File: config.mk
export PLATFORM = sky130hd
export DESIGN_NAME = flash_loader
export DESIGN_NICKNAME = d
export VERILOG_FILES = /design/src/rtl/mcu_pkg.sv /design/src/rtl/flash_loader.sv
export SDC_FILE = /design/constraint.sdc
export NUM_CORES = 1
export LEC_CHECK = 0
export ABC_AREA = 1
export CORE_UTILIZATION = 60
export CTS_CLUSTER_DIAMETER = 30
export DETAILED_ROUTE_END_ITERATION = 7
export HOLD_SLACK_MARGIN = 0.05
export PLACE_DENSITY_LB_ADDON = 0.1
export SLEW_MARGIN = 30
export SYNTH_ARGS = -nofsm -noshare
export SYNTH_HDL_FRONTEND = slang
export SYNTH_SLANG_ARGS = --single-unit
File: constraint.sdc
create_clock -name clk -period 5.3 [get_ports clk]
set_input_delay 1.325 -clock clk [delete_from_list [all_inputs] [get_ports clk]]
set_output_delay 1.325 -clock clk [all_outputs]
set_load 0.005 [all_outputs]
File: src/rtl/mcu_pkg.sv
// rtl/mcu_pkg.sv - shared constants and loader state encoding for the MCU slice
package mcu_pkg;

  localparam int FLASH_AW = 14;
  localparam int FLASH_DW = 16;

  localparam logic [7:0] SYNC_DEFAULT = 8'hA5;
  localparam logic [7:0] ACK_DEFAULT  = 8'h06;
  localparam logic [7:0] NAK_DEFAULT  = 8'h15;

  // Loader state encoding, kept as plain constants so older tools can consume it
  typedef logic [3:0] loader_state_t;
  localparam loader_state_t ST_IDLE    = 4'd0;
  localparam loader_state_t ST_ADDR_LO = 4'd1;
  localparam loader_state_t ST_ADDR_HI = 4'd2;
  localparam loader_state_t ST_CNT_LO  = 4'd3;
  localparam loader_state_t ST_CNT_HI  = 4'd4;
  localparam loader_state_t ST_DATA_B0 = 4'd5;
  localparam loader_state_t ST_DATA_B1 = 4'd6;
  localparam loader_state_t ST_WRITE   = 4'd7;
  localparam loader_state_t ST_CSUM    = 4'd8;
  localparam loader_state_t ST_RESP    = 4'd9;

endpackage

File: src/rtl/flash_loader.sv
// rtl/flash_loader.sv - UART frame parser that writes program FLASH and answers ACK/NAK
module flash_loader
  import mcu_pkg::*;
#(
  parameter int         TIMEOUT = 50000,
  parameter logic [7:0] SYNC    = SYNC_DEFAULT,
  parameter logic [7:0] ACK     = ACK_DEFAULT,
  parameter logic [7:0] NAK     = NAK_DEFAULT
) (
  input  logic                clk,
  input  logic                rst,
  input  logic [7:0]          rx_data,
  input  logic                rx_valid,
  output logic [7:0]          tx_data,
  output logic                tx_valid,
  input  logic                tx_ready,
  output logic [FLASH_AW-1:0] flash_addr,
  output logic [FLASH_DW-1:0] flash_data,
  output logic                flash_wren,
  output logic                cpu_hold,
  output logic                load_ok,
  output logic                load_err
);

  localparam int TW = $clog2(TIMEOUT + 1);

  loader_state_t state;
  logic [TW-1:0] idle_cnt;
  logic [15:0]   words_left;
  logic [7:0]    csum;
  logic [7:0]    byte0;
  logic          resp_ack;
  logic          in_frame;
  logic          timed_out;

  // Frame body states, where the idle watchdog runs and bytes are summed
  always_comb begin
    in_frame  = (state != ST_IDLE) && (state != ST_RESP);
    timed_out = in_frame && !rx_valid && (idle_cnt == TW'(TIMEOUT));
  end

  // ACK acceptance is reported in the handshake cycle itself
  assign load_ok = tx_valid && tx_ready && resp_ack;

  // Frame parser, FLASH write sequencing and response handshake
  always_ff @(posedge clk) begin
    if (rst) begin
      state      <= ST_IDLE;
      idle_cnt   <= '0;
      words_left <= '0;
      csum       <= '0;
      byte0      <= '0;
      resp_ack   <= 1'b0;
      tx_data    <= '0;
      tx_valid   <= 1'b0;
      flash_addr <= '0;
      flash_data <= '0;
      flash_wren <= 1'b0;
      cpu_hold   <= 1'b0;
      load_err   <= 1'b0;
    end else begin
      if (in_frame) begin
        if (rx_valid) idle_cnt <= '0;
        else if (!timed_out) idle_cnt <= idle_cnt + 1'b1;
        else idle_cnt <= '0;
      end

      // The checksum covers every accepted byte after SYNC; WRITE drops its byte
      if (in_frame && rx_valid && state != ST_WRITE) csum <= csum + rx_data;

      case (state)
        ST_IDLE: begin
          if (rx_valid && rx_data == SYNC) begin
            state    <= ST_ADDR_LO;
            cpu_hold <= 1'b1;
            load_err <= 1'b0;
            csum     <= '0;
            idle_cnt <= '0;
          end
        end
        ST_ADDR_LO: if (rx_valid) begin
          flash_addr[7:0] <= rx_data;
          state           <= ST_ADDR_HI;
        end
        ST_ADDR_HI: if (rx_valid) begin
          flash_addr[FLASH_AW-1:8] <= rx_data[FLASH_AW-9:0];
          state                    <= ST_CNT_LO;
        end
        ST_CNT_LO: if (rx_valid) begin
          words_left[7:0] <= rx_data;
          state           <= ST_CNT_HI;
        end
        ST_CNT_HI: if (rx_valid) begin
          words_left[15:8] <= rx_data;
          state <= ({rx_data, words_left[7:0]} != 16'd0) ? ST_DATA_B0 : ST_CSUM;
        end
        ST_DATA_B0: if (rx_valid) begin
          byte0 <= rx_data;
          state <= ST_DATA_B1;
        end
        ST_DATA_B1: if (rx_valid) begin
          // First byte on the wire lands in the high half to match the fetch swap
          flash_data <= {byte0, rx_data};
          flash_wren <= 1'b1;
          state      <= ST_WRITE;
        end
        ST_WRITE: begin
          flash_wren <= 1'b0;
          flash_addr <= flash_addr + 1'b1;
          words_left <= words_left - 1'b1;
          state      <= (words_left != 16'd1) ? ST_DATA_B0 : ST_CSUM;
        end
        ST_CSUM: if (rx_valid) begin
          resp_ack <= ((csum + rx_data) == 8'h00);
          tx_data  <= ((csum + rx_data) == 8'h00) ? ACK : NAK;
          load_err <= load_err | ((csum + rx_data) != 8'h00);
          tx_valid <= 1'b1;
          state    <= ST_RESP;
        end
        ST_RESP: if (tx_ready) begin
          tx_valid <= 1'b0;
          cpu_hold <= 1'b0;
          state    <= ST_IDLE;
        end
        default: state <= ST_IDLE;
      endcase

      // A stalled sender aborts the frame; words already written stay written
      if (timed_out) begin
        state    <= ST_RESP;
        tx_data  <= NAK;
        tx_valid <= 1'b1;
        resp_ack <= 1'b0;
        load_err <= 1'b1;
      end
    end
  end

endmodule
Word-level counts from Yosys, hierarchy flattened
Cells that the tools add are included.
{ "op_classes": {"add_sub_neg": 4, "n_eq_ne": 32, "mux": 42, "bitwise": 1, "n_reduce_logical": 39} }
{ "op_table": {"columns": ["operator", "n"], "rows": [
  ["16-bit 2-to-1 mux", 5],
  ["4-bit 2-to-1 mux", 12],
  ["8-bit one-hot mux with 2 select lines", 3],
  ["4-bit one-hot mux with 10 select lines", 1],
  ["8-bit 2-to-1 mux", 4],
  ["3-bit != test (second input constant)", 9],
  ["5-bit 2-to-1 mux", 4],
  ["2-bit != test (second input constant)", 9],
  ["2-bit AND reduction", 9],
  ["9-bit AND reduction", 2],
  ["16-bit by 1-bit adder with 16-bit output (second input constant)", 1],
  ["16-bit equality test (second input constant)", 1],
  ["4-bit by 3-bit equality test with 1-bit output (second input constant)", 4],
  ["16-bit by 1-bit != test with 1-bit output (second input constant)", 1],
  ["16-bit nonzero test", 1],
  ["2-bit nonzero test", 8],
  ["16-bit by 1-bit subtractor with 16-bit output (second input constant)", 1],
  ["14-bit by 1-bit adder with 14-bit output (second input constant)", 1],
  ["6-bit one-hot mux with 2 select lines", 1],
  ["3-bit AND reduction", 3],
  ["8-bit adder", 1],
  ["4-bit by 2-bit equality test with 1-bit output (second input constant)", 2],
  ["4-bit equality test (second input constant)", 2],
  ["8-bit equality test (second input constant)", 1],
  ["15 further kinds", 32]
]} }
{ "totals": {"reg_bits": 92, "input_bits": 12} }

Logic depth before layout (Yosys ltp)
Gate-level depths: netlist of run 1.
{ "depth": {"word_depth": 9, "mapped_depth": 12} }

Worst setup path before layout of run 1
No wires, ideal clock.
{ "synth_path": {"kind": "input -> output", "start": "input port tx_ready", "end": "output port load_ok", "arrival_ps": 1455, "required_time_ps": 3975, "slack_ps": 2520, "stages": 2, "path_buffers": 0, "path_cell_list": "inv_1 nor2_1"} }
{ "synth_between": {"elab_chain_cells": 2} }
{ "synth_rtl": {"columns": ["item", "line", "source"], "rows": [
  ["start, declared", "flash_loader.sv:16", "input logic tx_ready,"],
  ["1-bit logical AND (2 in series)", "flash_loader.sv:43", "assign load_ok = tx_valid && tx_ready && resp_ack;"],
  ["end, declared", "flash_loader.sv:21", "output logic load_ok,"]
]} }
No other way between the ends.

Worst setup path after layout of run 1
Same ends and word-level chain as after synthesis.

==> results of run 1 <==
synth_stat cells, types with 2 or more instances:
cell type / n / area (µm²)
a211oi_2: 2 / 25.0
o22ai_1: 4 / 25.0
nand2_2: 4 / 25.0
nor3_2: 3 / 30.0
nor2_8: 2 / 40.0
o21ai_1: 3 / 15.0
nor3_1: 15 / 75.1
a21oi_1: 56 / 280
xnor2_1: 2 / 17.5
buf_6: 3 / 33.8
o21ai_0: 62 / 310
a31oi_1: 19 / 119
buf_4: 7 / 52.6
nand3b_1: 3 / 22.5
inv_2: 7 / 26.3
xor2_1: 4 / 35.0
inv_1: 103 / 387
nor2_4: 4 / 45.0
dfxtp_1: 89 / 1780
ha_1: 13 / 163
buf_2: 8 / 40.0
nand4_1: 18 / 113
nand3_2: 3 / 30.0
nand2_1: 165 / 619
clkbuf_1: 6 / 22.5
o211ai_1: 2 / 15.0
nor2_1: 95 / 357
nand3_1: 48 / 240
or2_2: 4 / 25.0
cell type report:
type,count,area (µm²)
Clock inverter,7,68.8
Timing Repair Buffer,51,508
Clock buffer,9,124
Tap cell,105,131
Inverter,111,418
Sequential cell,89,1780
Multi-Input combinational cell,549,2770
Fill cell,750,2410
placed cells by master, fill, tap and decap left out, types with 3 or more instances in the layout:
| cell type | instances |
|---|---|
| a21oi_1 | 56 |
| nand3_2 | 3 |
| clkdlybuf4s50_1 | 50 |
| nor3_2 | 3 |
| inv_2 | 7 |
| o22ai_1 | 4 |
| a31oi_1 | 19 |
| nor3_1 | 15 |
| nand3_1 | 48 |
| xor2_1 | 4 |
| nand3b_1 | 3 |
| or2_2 | 4 |
| nand2_1 | 165 |
| nor2_4 | 4 |
| dfxtp_1 | 89 |
| nand4_1 | 18 |
| conb_1 | 4 |
| inv_8 | 4 |
| o21ai_1 | 3 |
| nand2_2 | 4 |
| ha_1 | 13 |
| clkbuf_8 | 9 |
| inv_1 | 103 |
| nor2_1 | 95 |
| o21ai_0 | 62 |
worst max-delay path by stage:
stage,slack [ps],cells after the start,to
finish,1520,4,load_ok
global route,1480,4,load_ok
global placement,1540,4,load_ok
detailed placement,1520,4,load_ok
CTS,1530,4,load_ok
floorplan,2520,2,load_ok
routing by layer:
layer | track usage, % | routed length (µm) | up-vias
li1 | - | - | 2595
met1 | 38.4 | 5730 | 2423
met2 | 50.5 | 6110 | 177
met3 | 4.67 | 852 | 28
met4 | 14.2 | 363 | 0
met5 | 0 | 0 | -
sequential cells by signal (all words and copies together), names as in the netlist, 3 cells and up:
signal / count
byte0: 8
csum: 8
flash_addr: 14
flash_data: 16
idle_cnt: 16
state: 4
tx_data: 3
words_left: 16
metrics by stage:
stage / util (%) / hold slack [ps]
after floorplan: - / 442
after global routing: 70.7 / 496
final: 70.7 / 476
after CTS: 70.7 / 479
after detailed placement: 68.3 / 464
after global placement: 68.3 / 453
critical path, stage by stage:
cell and delay (ps):
clkdlybuf4s50_1 490, inv_1 50, nor2_1 90, clkdlybuf4s50_1 500
where the power goes:
group,leakage (µW),internal [µW],switching [µW]
registers,0.000720,739,65.1
logic,0.00165,299,563
clock network,0.0000937,185,284
total,0.00247,1220,912
cells by family (layout without fill, tap and decap cells):
logic type      after synthesis  in the layout  share of synthesized area, %
simple gates                369            369                          32.7
compound gates              156            156                          16.7
buf+inv                     136            178                          11.2
flops                        89             89                          34.8
fa+ha+maj                    14             14                          3.57
xor+xnor                      6              6                          1.03
other cells                   1              4                        0.0733
==> qor.csv, run 1 <==
metric,value,unit
drt drc,0,
placed cell areas,5610,µm²
"Cell Area, Synth",5110,µm²
First DRT Iteration DRCs,342,
Worst Setup SP,tx_ready,
Vias/cell,5.67,
worst r2r path cells,7,
Max Root-Sink Buffers,2,
CTS buffer count,9,
Startpoint Class,primary input,
Ant. Diodes,0,
worst vdd ir,0.000286,V
CP arrival,2450,ps
CP Capture Type,output pin,
"Req. time, crit path",3970,ps
Cell Rows,33,
worst hold path class,reg -> reg,
sequential area share after synthesis,34.8,%
RR Startpoint,state[2],
Hold Crit Depth,2,
Fin Setup TNS,0,ps
Worst Slack Setup Final,1520,ps
worst setup path category,in -> out,
Synth Warn #,0,
Min-Delay Endpoint,words_left[1],
crit-path max FO,2,
Fmax,0.265,GHz
cts repair resizes,0,
Setup Buffers After CTS,0,
GRT overflow,0,
Placed Cells incl. Taps,905,
share of cells above drive strength 1,6.25,%
R2R setup slack,2880,ps
Die Ht,94.3,µm
Worst slew margin,41.4,%
Power Total,2140,µW
largest net degree at the start of global routing,36,
initial core utilization,62.3,%
Tmin final,3780,ps
drt pass-1 iters,5,
H-tree Lvls,3,
Final Cycle Share,71.2,%
fin cells,921,
nets@finish,837,
"EDFF count, synth",0,
CORE AREA,8220,µm²
MaxCap Viol Count,0,
Sink Count,89,
gpl congestion,0.935,
synthesis-stage register bit count,89,
final setup vio count,0,
clk slew on worst S/H paths,100,ps
"Hold-fix buffers, CTS",0,
"Hold Vio Cnt, Final",0,
hpwl dp,9540,µm
Slew @ Worst Pin,878,ps
initial antenna violation count,0,
first-pass GRT wire length,21200,µm
Antenna Nets Post-Route,0,
Yosys cell types,46,
number of global-route vias before repair,4697,
RSZ-0062 raised after global routing,false,
Leak Pwr,0.00247,µW
DIE AREA,8900,µm²
total track usage,30.4,%
endpoint of the worst register-to-register path,csum[7],
P&R area growth vs syn,13.5,%
# port buffers,50,
PD cells,368,nW/µm²
vias,5223,
CTS tree,built,
clk root buf,clkbuf_8,
io pins,55,
post-synthesis async set-or-reset flop share,0,%
final wirelength,13100,µm
clock skew,9.45,ps
post-route cell area,5810,µm²
HP Start,words_left[1],
Syn Area/Cell,6.63,µm²
Post-Place Worst Slack,1520,ps
top_reg_cell synth,dfxtp_1,
worst-skew pair later-pin latency,380,ps
wire length per cell,14.2,µm
Slew Limit Fails,0,
synthesized instance count,771,
Die X,94.3,µm
status,"complete, no violations",
Power figures use the tool's default switching activity.
==> inputs of run 2 (changes only) <==
--- a/config.mk
+++ b/config.mk
@@ -6,7 +6,7 @@
 export NUM_CORES = 1
 export LEC_CHECK = 0
 export ABC_AREA = 1
-export CORE_UTILIZATION = 60
+export CORE_UTILIZATION = 57
 export CTS_CLUSTER_DIAMETER = 30
 export DETAILED_ROUTE_END_ITERATION = 7
 export HOLD_SLACK_MARGIN = 0.05
==> constraint.sdc (replaced) <==
create_clock -name clk -period 3.9 [get_ports clk]
set_input_delay 0.975 -clock clk [delete_from_list [all_inputs] [get_ports clk]]
set_output_delay 0.975 -clock clk [all_outputs]
set_load 0.005 [all_outputs]
==> qor.csv, run 2 (synthesis gave the netlist of run 1 again) <==
metric,value,unit
clk slew on worst S/H paths,90,ps
Die X,96.7,µm
Worst slew margin,57.8,%
Ant. Diodes,0,
max incr delay on CP,510,ps
CTS tree,built,
Worst Slack Setup Final,821,ps
Fmax,0.325,GHz
vias,5113,
Slew Limit Fails,0,
Tmin final,3080,ps
final wirelength,12800,µm
Vias/cell,5.52,
"commonest non-fill, non-tap cell in the layout",nand2_1,
number of global-route vias before repair,4769,
final setup vio count,0,
"Cell Chain, Critical Path",clkdlybuf4s50_1 -> inv_1 -> nor2_1 -> clkdlybuf4s50_1,
Startpoint Class,primary input,
worst hold path class,reg -> reg,
gpl congestion,0.918,
worst-skew pair later-pin latency,360,ps
H-tree Lvls,3,
sequential cell area,1780,µm²
io pins,55,
hpwl dp,9530,µm
Placed Cells incl. Taps,910,
crit-path leading delay family,buffers and inverters,
share of cells above drive strength 1,6.48,%
Slew @ Worst Pin,632,ps
RSZ-0062 raised after global routing,false,
Final Cycle Share,78.9,%
Max Root-Sink Buffers,2,
wire length per cell,13.9,µm
GRT overflow,0,
"Hold-fix buffers, CTS",0,
initial antenna violation count,0,
worst vdd ir,0.000367,V
# port buffers,50,
"Req. time, crit path",2920,ps
DIE AREA,9360,µm²
Post-Place Worst Slack,776,ps
first-pass GRT wire length,21900,µm
First DRT Iteration DRCs,276,
"Hold Vio Cnt, Final",0,
PD cells,503,nW/µm²
CP arrival,2100,ps
fin cells,926,
clock skew,11.9,ps
initial core utilization,58.7,%
status,"complete, no violations",
Setup Buffers After CTS,0,
drt drc,0,
CP Capture Type,output pin,
cts repair resizes,0,
drt pass-1 iters,5,
largest registers,"flash_data: 16 flops, idle_cnt: 16 flops, words_left: 16 flops",
largest net degree at the start of global routing,34,
Antenna Nets Post-Route,0,
CORE AREA,8720,µm²
nets@finish,839,
Die Ht,96.7,µm
P&R area growth vs syn,14.0,%
"commonest cells after routing, fill and taps aside","nand2_1, inv_1, nor2_1",
total track usage,28.1,%
"Max stage delay cell, worst path",clkdlybuf4s50_1,
clk root buf,clkbuf_8,
Fin Setup TNS,0,ps
CTS buffer count,9,
Leak Pwr,0.00249,µW
crit-path max FO,2,
Cell Rows,34,
area of the multi-input gates,2770,µm²
worst setup path category,in -> out,
"most used cell, CP",clkdlybuf4s50_1,
fillers,820,
Sink Count,89,
CP Buf/Inv Count,3,
MaxCap Viol Count,0,
[run 2: changes by cell type in the layout (fill, tap and decap cells not counted), sizes merged]
cell / previous run / this run
clkinv: 1 / 3
bufinv: 0 / 1
buf: 1 / 3
clkinvlp: 2 / 1
inv: 115 / 113
[run 2: worst paths after layout]
path,from,end,slack (ps),depth (start not counted)
max,tx_ready,load_ok,820,4
min,cpu_hold,cpu_hold,470,2
max reg2reg,state[1],flash_data[2],1860,8
min reg2reg,cpu_hold,cpu_hold,470,2
[run 2: cell type report]
class	count	area share, %
multi-input combinational	549	47.6
tap	108	2.32
timing repair buffer	53	8.97
clock buffer	9	2.12
sequential	89	30.5
clock inverter	7	1.33
inverter	111	7.16
[run 2: per-stage QoR]
stage,instance area (µm²),util [%],total power [µW],hold WS (ps)
after global routing,5830,66.9,3140,498
after floorplan,5130,-,2030,442
after CTS,5830,66.9,2940,469
after global placement,5630,64.6,2250,448
after detailed placement,5630,64.6,2270,446
final,5830,66.9,2930,470
[run 2: where the power goes]
group / internal, µW / total, µW / switching [µW]
combinational: 408 / 1180 / 769
sequential: 1000 / 1090 / 90.1
clock: 303 / 663 / 360
[run 2: routing by layer]
layer  GRT usage (%)  wire (µm)  vias up
met5               0          0        -
met4            10.2        298        0
met3            4.19        671       30
met2            47.2       5940      146
met1            36.6       5940     2333
li1                -          -     2604
[run 2: tightest hold or removal path, delay by kind of cell, from the launching register on]
family / cells / cell delay [ps]
compound gates: 1 / 50
buf+inv: 1 / 50
flops: 1 / 330
==> inputs of run 3 (changes only) <==
--- a/config.mk
+++ b/config.mk
@@ -6,7 +6,7 @@
 export NUM_CORES = 1
 export LEC_CHECK = 0
 export ABC_AREA = 1
-export CORE_UTILIZATION = 57
+export CORE_UTILIZATION = 52
 export CTS_CLUSTER_DIAMETER = 30
 export DETAILED_ROUTE_END_ITERATION = 7
 export HOLD_SLACK_MARGIN = 0.05
==> constraint.sdc (replaced) <==
create_clock -name clk -period 2.5 [get_ports clk]
set_input_delay 0.625 -clock clk [delete_from_list [all_inputs] [get_ports clk]]
set_output_delay 0.625 -clock clk [all_outputs]
set_load 0.005 [all_outputs]
==> qor.csv, run 3 (synthesis gave the netlist of run 1 again) <==
metric,value,unit
final wirelength,13000,µm
# port buffers,50,
CTS tree,built,
endpoint of the worst register-to-register path,tx_data[0],
hpwl dp,9920,µm
cts repair resizes,0,
Die X,101,µm
P&R area growth vs syn,19.3,%
Max Root-Sink Buffers,2,
Setup Buffers After CTS,0,
largest net degree at the start of global routing,34,
H-tree Lvls,3,
CP endpoint,load_ok,
Fmax,0.417,GHz
worst setup path category,in -> out,
initial antenna violation count,0,
Final Cycle Share,95.9,%
CP Capture Type,output pin,
worst hold path class,reg -> reg,
share of cells above drive strength 1,10.1,%
MaxCap Viol Count,0,
final setup vio count,0,
Worst slew margin,66.5,%
worst-skew pair later-pin latency,360,ps
clock skew,14.9,ps
fillers,886,
fin util,65.1,%
"commonest cells after routing, fill and taps aside","nand2_1, inv_1, nor2_1",
R2R setup slack,550,ps
worst hold slack,471,ps
io pins,55,
drt drc,0,
Startpoint Class,primary input,
Cell Rows,35,
"Hold-fix buffers, CTS",0,
"commonest non-fill, non-tap cell in the layout",nand2_1,
status,"complete, no violations",
Vias/cell,5.37,
drt pass-1 iters,5,
Psw,1950,µW
crit-path max FO,2,
cell internal pwr,2730,µW
PD cells,768,nW/µm²
largest registers,"flash_data: 16 flops, idle_cnt: 16 flops, words_left: 16 flops",
initial core utilization,54.6,%
"Hold Vio Cnt, Final",0,
First DRT Iteration DRCs,373,
sw frac,41.7,%
DIE AREA,10200,µm²
RSZ-0062 raised after global routing,false,
Clock Power Share,20.9,%
"Req. time, crit path",1880,ps
gpl congestion,0.911,
Leak Pwr,0.00264,µW
total track usage,26.7,%
worst r2r path cells,12,
Seq pwr share,36.3,%
Worst Setup SP,tx_ready,
number of global-route vias before repair,4767,
Sink Count,89,
worst vdd ir,0.000523,V
RR Startpoint,csum[0],
GRT overflow,0,
clk root buf,clkbuf_8,
CTS buffer count,9,
CP arrival,1770,ps
Tmin final,2400,ps
Ant. Diodes,0,
first-pass GRT wire length,21800,µm
wire length per cell,13.3,µm
Slew Limit Fails,0,
Gate power share,42.8,%
Die Ht,101,µm
vias,5265,
clk slew on worst S/H paths,90,ps
Slew @ Worst Pin,498,ps
Antenna Nets Post-Route,0,
nets@finish,872,
CORE AREA,9370,µm²
-- run 3: changes by cell type in the layout (fill, tap and decap cells not counted), sizes merged --
| cell | previous run | this run |
|---|---|---|
| buf | 3 | 36 |
| bufinv | 1 | 0 |
| clkinv | 3 | 4 |
-- run 3: power by group through the flow --
stage	Clock (µW)	Combinational, µW	Sequential [µW]
6_report	980	2000	1700
5_1_grt	1070	2250	1720
3_3_place_gp	0	1950	1730
4_1_cts	1010	2000	1700
3_5_place_dp	0	1990	1730
2_1_floorplan	0	1450	1710
-- run 3: area by class of cell --
cell class	count	area, µm²	share of cell area [%]
clock inverter	7	72.6	1.19
clock buffer	9	124	2.03
sequential	89	1780	29.2
timing repair buffer	86	771	12.6
multi-input combinational	549	2770	45.5
tap	129	161	2.65
inverter	111	418	6.85
-- run 3: through the flow --
stage	setup TNS [ps]	power (µW)	std cells	instance area [µm²]	setup slack (ps)
6_report	0	4690	980	6100	102
5_1_grt	0	5040	980	6100	19.8
4_1_cts	0	4710	980	6100	105
3_5_place_dp	-628	3720	964	5910	-249
3_3_place_gp	-528	3680	964	5910	-215
2_1_floorplan	0	3160	774	5130	432
-- run 3: routing by layer --
| layer | vias up | GRT usage [%] | routed length (µm) | share of wire, % |
|---|---|---|---|---|
| met3 | 14 | 3.73 | 707 | 5.4 |
| li1 | 2681 | - | - | - |
| met1 | 2410 | 35.7 | 6010 | 46 |
| met5 | - | 0 | 0 | 0 |
| met2 | 160 | 45.2 | 6150 | 47 |
| met4 | 0 | 7.25 | 165 | 1.3 |
-- run 3: worst max-delay path, cell delays in order --
cell             delay (ps)
clkdlybuf4s50_1         500
inv_1                    50
nor2_1                   90
clkdlybuf4s50_1         500
-- run 3: worst min path at each step --
stage,from,end,slack (ps),depth (start not counted)
global placement,words_left[1],words_left[1],460,2
finish,flash_wren,flash_wren,470,2
floorplan,cpu_hold,cpu_hold,440,2
CTS,flash_wren,flash_wren,470,2
global route,flash_wren,flash_wren,480,2
detailed placement,flash_wren,flash_wren,460,2
